**config.mk**
```make
export PLATFORM = sky130hd
export DESIGN_NAME = cp0_exception_unit
export DESIGN_NICKNAME = d
export VERILOG_FILES = /design/src/rtl/cp0_exception_unit.sv
export SDC_FILE = /design/constraint.sdc
export NUM_CORES = 1
export LEC_CHECK = 0
export ABC_AREA = 1
export CORE_AREA = 3 3 117 119
export DETAILED_ROUTE_END_ITERATION = 8
export DIE_AREA = 0 0 120 122
export PLACE_DENSITY = 0.89
export REMOVE_ABC_BUFFERS = 1
export SLEW_MARGIN = 20
export SYNTH_ARGS = -nofsm -noshare
export SYNTH_HDL_FRONTEND = slang
export SYNTH_SLANG_ARGS = --single-unit
```
**constraint.sdc**
```tcl
create_clock -name clk -period 1.9 [get_ports clk]
set_input_delay 0.19 -clock clk [delete_from_list [all_inputs] [get_ports clk]]
set_output_delay 0.19 -clock clk [all_outputs]
set_load 0.03 [all_outputs]
```
**src/rtl/cp0_exception_unit.sv**
```systemverilog
// cp0_exception_unit: MEM-stage exception arbitration, redirect/flush and CP0 register file.
// Count/Compare timer and TI are built only when CP0_TIMER_EN is defined.
module cp0_exception_unit #(
    parameter logic [31:0] EXC_VECTOR = 32'hBFC0_0380,
    parameter int          COUNT_DIV  = 2
) (
    input  logic        clk,
    input  logic        rst,
    input  logic [5:0]  ext_int,
    input  logic        MEM_Valid,
    input  logic [8:0]  MEM_ExceptType,
    input  logic [31:0] MEM_PC,
    input  logic        MEM_InDelaySlot,
    input  logic [31:0] MEM_ALUOut,
    input  logic        MEM_CP0Wr,
    input  logic [4:0]  MEM_Dst,
    input  logic [31:0] MEM_OutB,
    input  logic [4:0]  cp0_raddr,
    output logic [31:0] cp0_rdata,
    output logic        exc_taken,
    output logic [31:0] exc_target,
    output logic        IFID_Flush,
    output logic        IDEXE_Flush,
    output logic        EXEMEM_Flush,
    output logic        MEM_KillWr,
    output logic        int_pending
);
    localparam logic [4:0] R_BADV = 5'd8, R_COUNT = 5'd9, R_CMP = 5'd11;
    localparam logic [4:0] R_STATUS = 5'd12, R_CAUSE = 5'd13, R_EPC = 5'd14;

    logic [31:0] badv_q, badv_d, epc_q, epc_d;
    logic [7:0]  im_q, im_d;
    logic        exl_q, exl_d, ie_q, ie_d, bd_q, bd_d;
    logic [1:0]  sw_ip_q, sw_ip_d;
    logic [5:0]  hw_ip_q, hw_ip_d;
    logic [4:0]  code_q, code_d;
    logic [31:0] count_rd, cmp_rd, status, cause;
    logic [7:0]  ip;
    logic [4:0]  code;
    logic        ti, any_exc, eret, wr, if_err, data_err;
    logic        unused_int;

    assign unused_int = MEM_ExceptType[8];

    assign ip          = {hw_ip_q[5] | ti, hw_ip_q[4:0], sw_ip_q};
    assign status      = {9'd0, 1'b1, 6'd0, im_q, 6'd0, exl_q, ie_q};
    assign cause       = {bd_q, ti, 14'd0, ip, 1'b0, code_q, 2'b00};
    assign int_pending = ie_q & ~exl_q & |(ip & im_q);

    // Bit order: 7 IF addr, 6 RI, 5 Ov, 4 Sys, 3 Bp, 2 Eret, 1 Wr addr, 0 Rd addr.
    assign code = int_pending       ? 5'd0  :
                  MEM_ExceptType[7] ? 5'd4  :
                  MEM_ExceptType[6] ? 5'd10 :
                  MEM_ExceptType[5] ? 5'd12 :
                  MEM_ExceptType[4] ? 5'd8  :
                  MEM_ExceptType[3] ? 5'd9  :
                  MEM_ExceptType[0] ? 5'd4  : 5'd5;

    assign any_exc  = rst & MEM_Valid & (int_pending | |MEM_ExceptType[7:3] | |MEM_ExceptType[1:0]);
    assign eret     = rst & MEM_Valid & MEM_ExceptType[2] & ~any_exc;
    assign if_err   = ~int_pending & MEM_ExceptType[7];
    assign data_err = ~int_pending & ~|MEM_ExceptType[7:3] & |MEM_ExceptType[1:0];
    assign wr       = MEM_CP0Wr & MEM_Valid & ~exc_taken;

    assign exc_taken    = any_exc | eret;
    assign exc_target   = rst ? (eret ? epc_q : EXC_VECTOR) : 32'd0;
    assign IFID_Flush   = exc_taken;
    assign IDEXE_Flush  = exc_taken;
    assign EXEMEM_Flush = exc_taken;
    assign MEM_KillWr   = any_exc;

    assign cp0_rdata = cp0_raddr == R_BADV   ? badv_q   :
                       cp0_raddr == R_COUNT  ? count_rd :
                       cp0_raddr == R_CMP    ? cmp_rd   :
                       cp0_raddr == R_STATUS ? status   :
                       cp0_raddr == R_CAUSE  ? cause    :
                       cp0_raddr == R_EPC    ? epc_q    : 32'd0;

    always_comb begin
        badv_d  = badv_q;
        epc_d   = epc_q;
        im_d    = im_q;
        exl_d   = exl_q;
        ie_d    = ie_q;
        bd_d    = bd_q;
        sw_ip_d = sw_ip_q;
        code_d  = code_q;
        hw_ip_d = ext_int;
        if (wr && MEM_Dst == R_STATUS) begin
            im_d  = MEM_OutB[15:8];
            exl_d = MEM_OutB[1];
            ie_d  = MEM_OutB[0];
        end
        if (wr && MEM_Dst == R_CAUSE) sw_ip_d = MEM_OutB[9:8];
        if (wr && MEM_Dst == R_EPC) epc_d = MEM_OutB;
        // A nested exception keeps the EPC/BD of the outermost one.
        if (any_exc) begin
            exl_d  = 1'b1;
            code_d = code;
            if (!exl_q) begin
                epc_d = MEM_InDelaySlot ? MEM_PC - 32'd4 : MEM_PC;
                bd_d  = MEM_InDelaySlot;
            end
            if (if_err) badv_d = MEM_PC;
            else if (data_err) badv_d = MEM_ALUOut;
        end
        if (eret) exl_d = 1'b0;
    end

    always_ff @(posedge clk or negedge rst) begin
        if (!rst) begin
            badv_q  <= '0;
            epc_q   <= '0;
            im_q    <= '0;
            exl_q   <= 1'b0;
            ie_q    <= 1'b0;
            bd_q    <= 1'b0;
            sw_ip_q <= '0;
            hw_ip_q <= '0;
            code_q  <= '0;
        end else begin
            badv_q  <= badv_d;
            epc_q   <= epc_d;
            im_q    <= im_d;
            exl_q   <= exl_d;
            ie_q    <= ie_d;
            bd_q    <= bd_d;
            sw_ip_q <= sw_ip_d;
            hw_ip_q <= hw_ip_d;
            code_q  <= code_d;
        end
    end

`ifdef CP0_TIMER_EN
    localparam int DW = COUNT_DIV > 1 ? $clog2(COUNT_DIV) : 1;

    logic [31:0]   count_q, count_d, cmp_q, cmp_d;
    logic [DW-1:0] div_q, div_d;
    logic          ti_q, ti_d, tick;

    assign tick     = div_q == DW'(COUNT_DIV - 1);
    assign count_rd = count_q;
    assign cmp_rd   = cmp_q;
    assign ti       = ti_q;

    // Software writes win over the increment and over a same-cycle compare match.
    always_comb begin
        div_d   = tick ? '0 : div_q + DW'(1);
        count_d = (wr && MEM_Dst == R_COUNT) ? MEM_OutB : count_q + 32'(tick);
        cmp_d   = (wr && MEM_Dst == R_CMP) ? MEM_OutB : cmp_q;
        ti_d    = (wr && MEM_Dst == R_CMP) ? 1'b0 : ti_q | (count_q == cmp_q);
    end

    always_ff @(posedge clk or negedge rst) begin
        if (!rst) begin
            count_q <= '0;
            cmp_q   <= '0;
            div_q   <= '0;
            ti_q    <= 1'b0;
        end else begin
            count_q <= count_d;
            cmp_q   <= cmp_d;
            div_q   <= div_d;
            ti_q    <= ti_d;
        end
    end
`else
    localparam int unused_div = COUNT_DIV;

    assign count_rd = 32'd0;
    assign cmp_rd   = 32'd0;
    assign ti       = 1'b0;
`endif
endmodule

```
==> summary.md <==
| Metric | Value |
|---|---|
| Placement Rows | `41` |
| Failing checks | `negative setup slack` |
| DIE WIDTH | `between 100 and 150 um` |
| Number of global-route vias before repair | `7214` |
| Total wirelength of the detailed-routed design | `30900 um` |
| Met3 usage in global routing | `under 10%` |
| Met1 GRT Util | `41.6%` |
| Smallest setup slack after layout | `-322 ps` |
| Register clock-pin slew on the reported worst setup and hold paths | `around 70 ps` |
| Main combinational cell family by area after synthesis | `simple AND/OR/NAND/NOR gates` |
| Critical path class | `flop to output port` |
| Number of warning messages in the yosys log | `0` |
| Worst reg2reg startpoint | `im_q[0]` |
| Share of total power in combinational logic | `37.6%` |
| Final setup violation count | `between 100 and 150` |
| Global-route wire length before repair | `38100 um` |
| Cells after synthesis | `878` |
| Fin cells | `1366` |
| Xor/xnor share of the synthesized area | `1.62%` |
| Cell with the most instances on the worst path | `sky130_fd_sc_hd__nand2_1` |
| Total number of H-tree levels | `3` |
| Pwr Total | `6.91 mW` |
| Max-cap check violation count | `0` |
| Area share of the largest cell type after synthesis | `36.6%` |
| Mean routed wirelength per cell | `22.6 um` |
| Final Cycle Share | `117%` |
| RSZ-0062 raised after global routing | `yes` |
| Critical-path cell list | `nand2_1, nand2_1, nor2_2, nand2_2, nand2_4, nand3_4, nor2_4, buf_6, a21oi_1, buf_4` |
| Number of buffers created by CTS | `9` |
| Count of final hold-check violations | `0` |
| Die footprint | `0.0146 mm^2` |
| Arithmetic-cell share of the synthesized area counting full adders, half adders and majority gates | `less than 1%` |
| Result of the run | `finished, violations left` |
| All-Layer GR Usage | `33.5%` |
| Antenna viol nets, final | `0` |
| CTS tree | `built` |
| Global route total overflow | `0` |
| Number of cells in the design after placement | `1308` |
| Max Clk Rate | `450 MHz` |
| Worst Hold Margin | `264 ps` |
| Max Clock Skew | `roughly 8.9 ps` |
| Fraction of layout instances using a drive strength above 1 | `36.6%` |
| Initial antenna violation count | `1` |
| Height of the die | `around 120 um` |
| Remaining DRCs | `0` |
| Buffer levels on the longest clock path | `2` |
| Type of origin of the critical path | `flop` |
| Placeable core region | `0.0127 mm^2` |
| Peak per-stage delay on the critical path | `380 ps` |
| Launching instance or port of the critical path | `im_q[0]` |
| Compound-gate portion of the synthesized area | `14.8%` |
| Count of buffering cells on the critical path with inverters included | `2` |
| Fraction of power consumed by sequential logic | `a little over a third` |
| Estimated wirelength of the detail-placed design | `16600 um` |
| Top cells by area in the synthesized netlist | `sky130_fd_sc_hd__dfrtp_1 37%, sky130_fd_sc_hd__nand2_1 16%, sky130_fd_sc_hd__inv_1 8.8%` |
| Classification of the worst-slack hold path | `input port to flop` |
| Register area share after synthesis | `between 30% and 40%` |
| Worst max-slew margin expressed relative to the limit | `56.2%` |
| Number of flip-flops and latches in the synthesized netlist | `87` |
| Count of input and output buffers | `194` |
| Vias after detailed routing | `8197` |
| Pint | `4.34 mW` |
| Final weighted congestion in routability-driven placement | `0.941` |
| Root Buffer | `sky130_fd_sc_hd__clkbuf_16` |
| Area delta synth->final | `78.3%` |
| Launch point of the worst hold path | `ext_int[3]` |
| Total power density per cell area | `between 600 and 700 mW/mm^2` |
| Combined area of all synthesized cells | `0.00596 mm^2` |
| Vias per Instance | `6.00` |
| Net count, final | `about 1300` |
| Clock tree sinks | `87` |
| DRC marker count from the first detailed-route iteration | `~1000` |
| Cell leakage power | `approximately 5.1 nW` |
| Average cell area after synthesis | `6.78 um^2` |
| Net switching power of the design | `2.57 mW` |
| Biggest fanout along the worst timing path | `12` |
| Actual slew at the worst max-slew pin | `around 660 ps` |
| Final-report max-slew violation count | `0` |
| TritonRoute pass-1 iters | `7` |
| Slowest stage cell, crit path | `sky130_fd_sc_hd__dfrtp_1` |
| Clock network latency to the later pin of the worst-skew pair | `370 ps` |
| Top-level I/O count | `196` |
| Maximum VDD drop | `between 500 and 600 uV` |
| Cell family with most CP delay | `simple AND/OR/NAND/NOR gates` |
| Area fraction in and, or, nand and nor cells after synthesis | `33.2%` |
| Filler Cells Inserted | `630` |
| Fraction of met2 tracks used by global routing | `56.1%` |
| Commonest non-fill, non-tap cells in the layout | `185 x sky130_fd_sc_hd__nand2_1, 134 x sky130_fd_sc_hd__inv_1, 133 x sky130_fd_sc_hd__buf_4, 117 x sky130_fd_sc_hd__clkdlybuf4s50_1, 87 x sky130_fd_sc_hd__dfrtp_1` |
| Worst path arrival time | `2030 ps` |
| Fraction of power spent switching nets | `37.2%` |
| Initial core utilization | `47.0%` |
| Mux share of post-synthesis cell area | `0%` |
| Most used routing layer | `met2` |
| Critical Path RT | `1710 ps` |
| Largest net degree at the start of global routing | `50` |
| Number of distinct standard cells referenced by the synthesized netlist | `43` |
| Most area-hungry cell type in the Yosys netlist | `sky130_fd_sc_hd__dfrtp_1` |
| Leading cell type in the layout, fill and taps excluded | `sky130_fd_sc_hd__nand2_1` |
| Final Critical Period | `2220 ps` |
| Endpoint type of the worst setup path | `output port` |
| Clk pwr share | `a little over a quarter` |
## cell usage after synthesis, drive strengths merged
cell / instances
clkbuf: 18
o22ai: 17
o41ai: 2
inv: 144
xor2: 11
clkinv: 1
a21oi: 20
nand3: 45
o221ai: 8
dfrtp: 87
nand4: 19
nor3: 6
buf: 25
nand2: 257
nand3b: 1
or2: 2
o21ai: 91
nor4: 5
o2111ai: 8
nor2: 104
a31oi: 4
o211ai: 1
o21bai: 1
ha: 1
## flip-flops by register name, indices dropped and copies added (netlist names)
name and count:
sw_ip_q 2, ie_q 1, badv_q 32, epc_q 32, im_q 8, exl_q 1
hw_ip_q 6, bd_q 1, code_q 4
## metal layers
layer  routed length, um  vias up  share of wire [%]
li1                    -     3418                  -
met1               10100     3751                 33
met2               14400      799                 47
met3                3960      229                 13
met4                2400        0                7.8
met5                   0        -                  0
## power groups by stage
stage,clock (mW),sequential [mW],combinational (mW)
final,1.89,2.42,2.60
after global routing,1.96,2.46,2.74
after CTS,1.87,2.38,1.99
after detailed placement,0,2.41,1.85
after global placement,0,2.39,1.79
after floorplan,0,2.37,1.00
## cell type report
type / instances / area (um^2) / share of cell area (%)
timing repair buffer: 342 / 3540 / 33.3
antenna: 1 / 2.50 / 0.0236
multi-input combinational: 603 / 3830 / 36.0
clock buffer: 9 / 225 / 2.12
tap: 172 / 215 / 2.03
inverter: 145 / 554 / 5.22
clock inverter: 7 / 81.3 / 0.766
sequential: 87 / 2180 / 20.5
## repair_timing
action / in CTS / in global routing
gates cloned: 7 / 9
endpoints found under the setup margin: 67 / 135
endpoints found under the hold margin: 87 / 0
pin swaps: 6 / 35
buffers inserted: 7 / 20
gates resized for setup: 109 / 208
hold buffers: 1 / 0
## final timing paths
path | cells after the start | slack [ps] | end
max reg2reg | 14 | -220 | epc_q[22]
max in group asynchronous | 3 | 900 | epc_q[17]
max | 10 | -320 | exc_target[22]
min | 1 | 260 | hw_ip_q[3]
min in group asynchronous | 3 | 530 | epc_q[14]
min reg2reg | 2 | 500 | code_q[0]
## logic make-up (layout without fill, tap and decap cells)
family                   Yosys count  count (layout)
AO/OA/AOI/OAI                    152             152
AND/OR/NAND/NOR                  439             439
other                              0               1
XOR/XNOR                          11              11
adder cells (fa/ha/maj)            1               1
buffers and inverters            188             503
flip-flops                        87              87
## metrics by stage
stage | util (%) | cell area, um^2 | setup WS, ps | TNS [ps]
floorplan | - | 5690 | -548 | -25310
global placement | 68.2 | 8640 | -242 | -4200
detailed placement | 68.2 | 8640 | -340 | -9310
CTS | 75.5 | 9570 | -244 | -8580
global route | 83.8 | 10600 | -366 | -26540
finish | 83.8 | 10600 | -322 | -20210
## worst reg2reg max path: cells and delay by family, from the launching register on
family / cells / cell delay [ps]
compound gates: 1 / 230
simple gates: 9 / 900
buf+inv: 4 / 560
flops: 1 / 380
No activity file was read; power rests on OpenSTA's default activity.
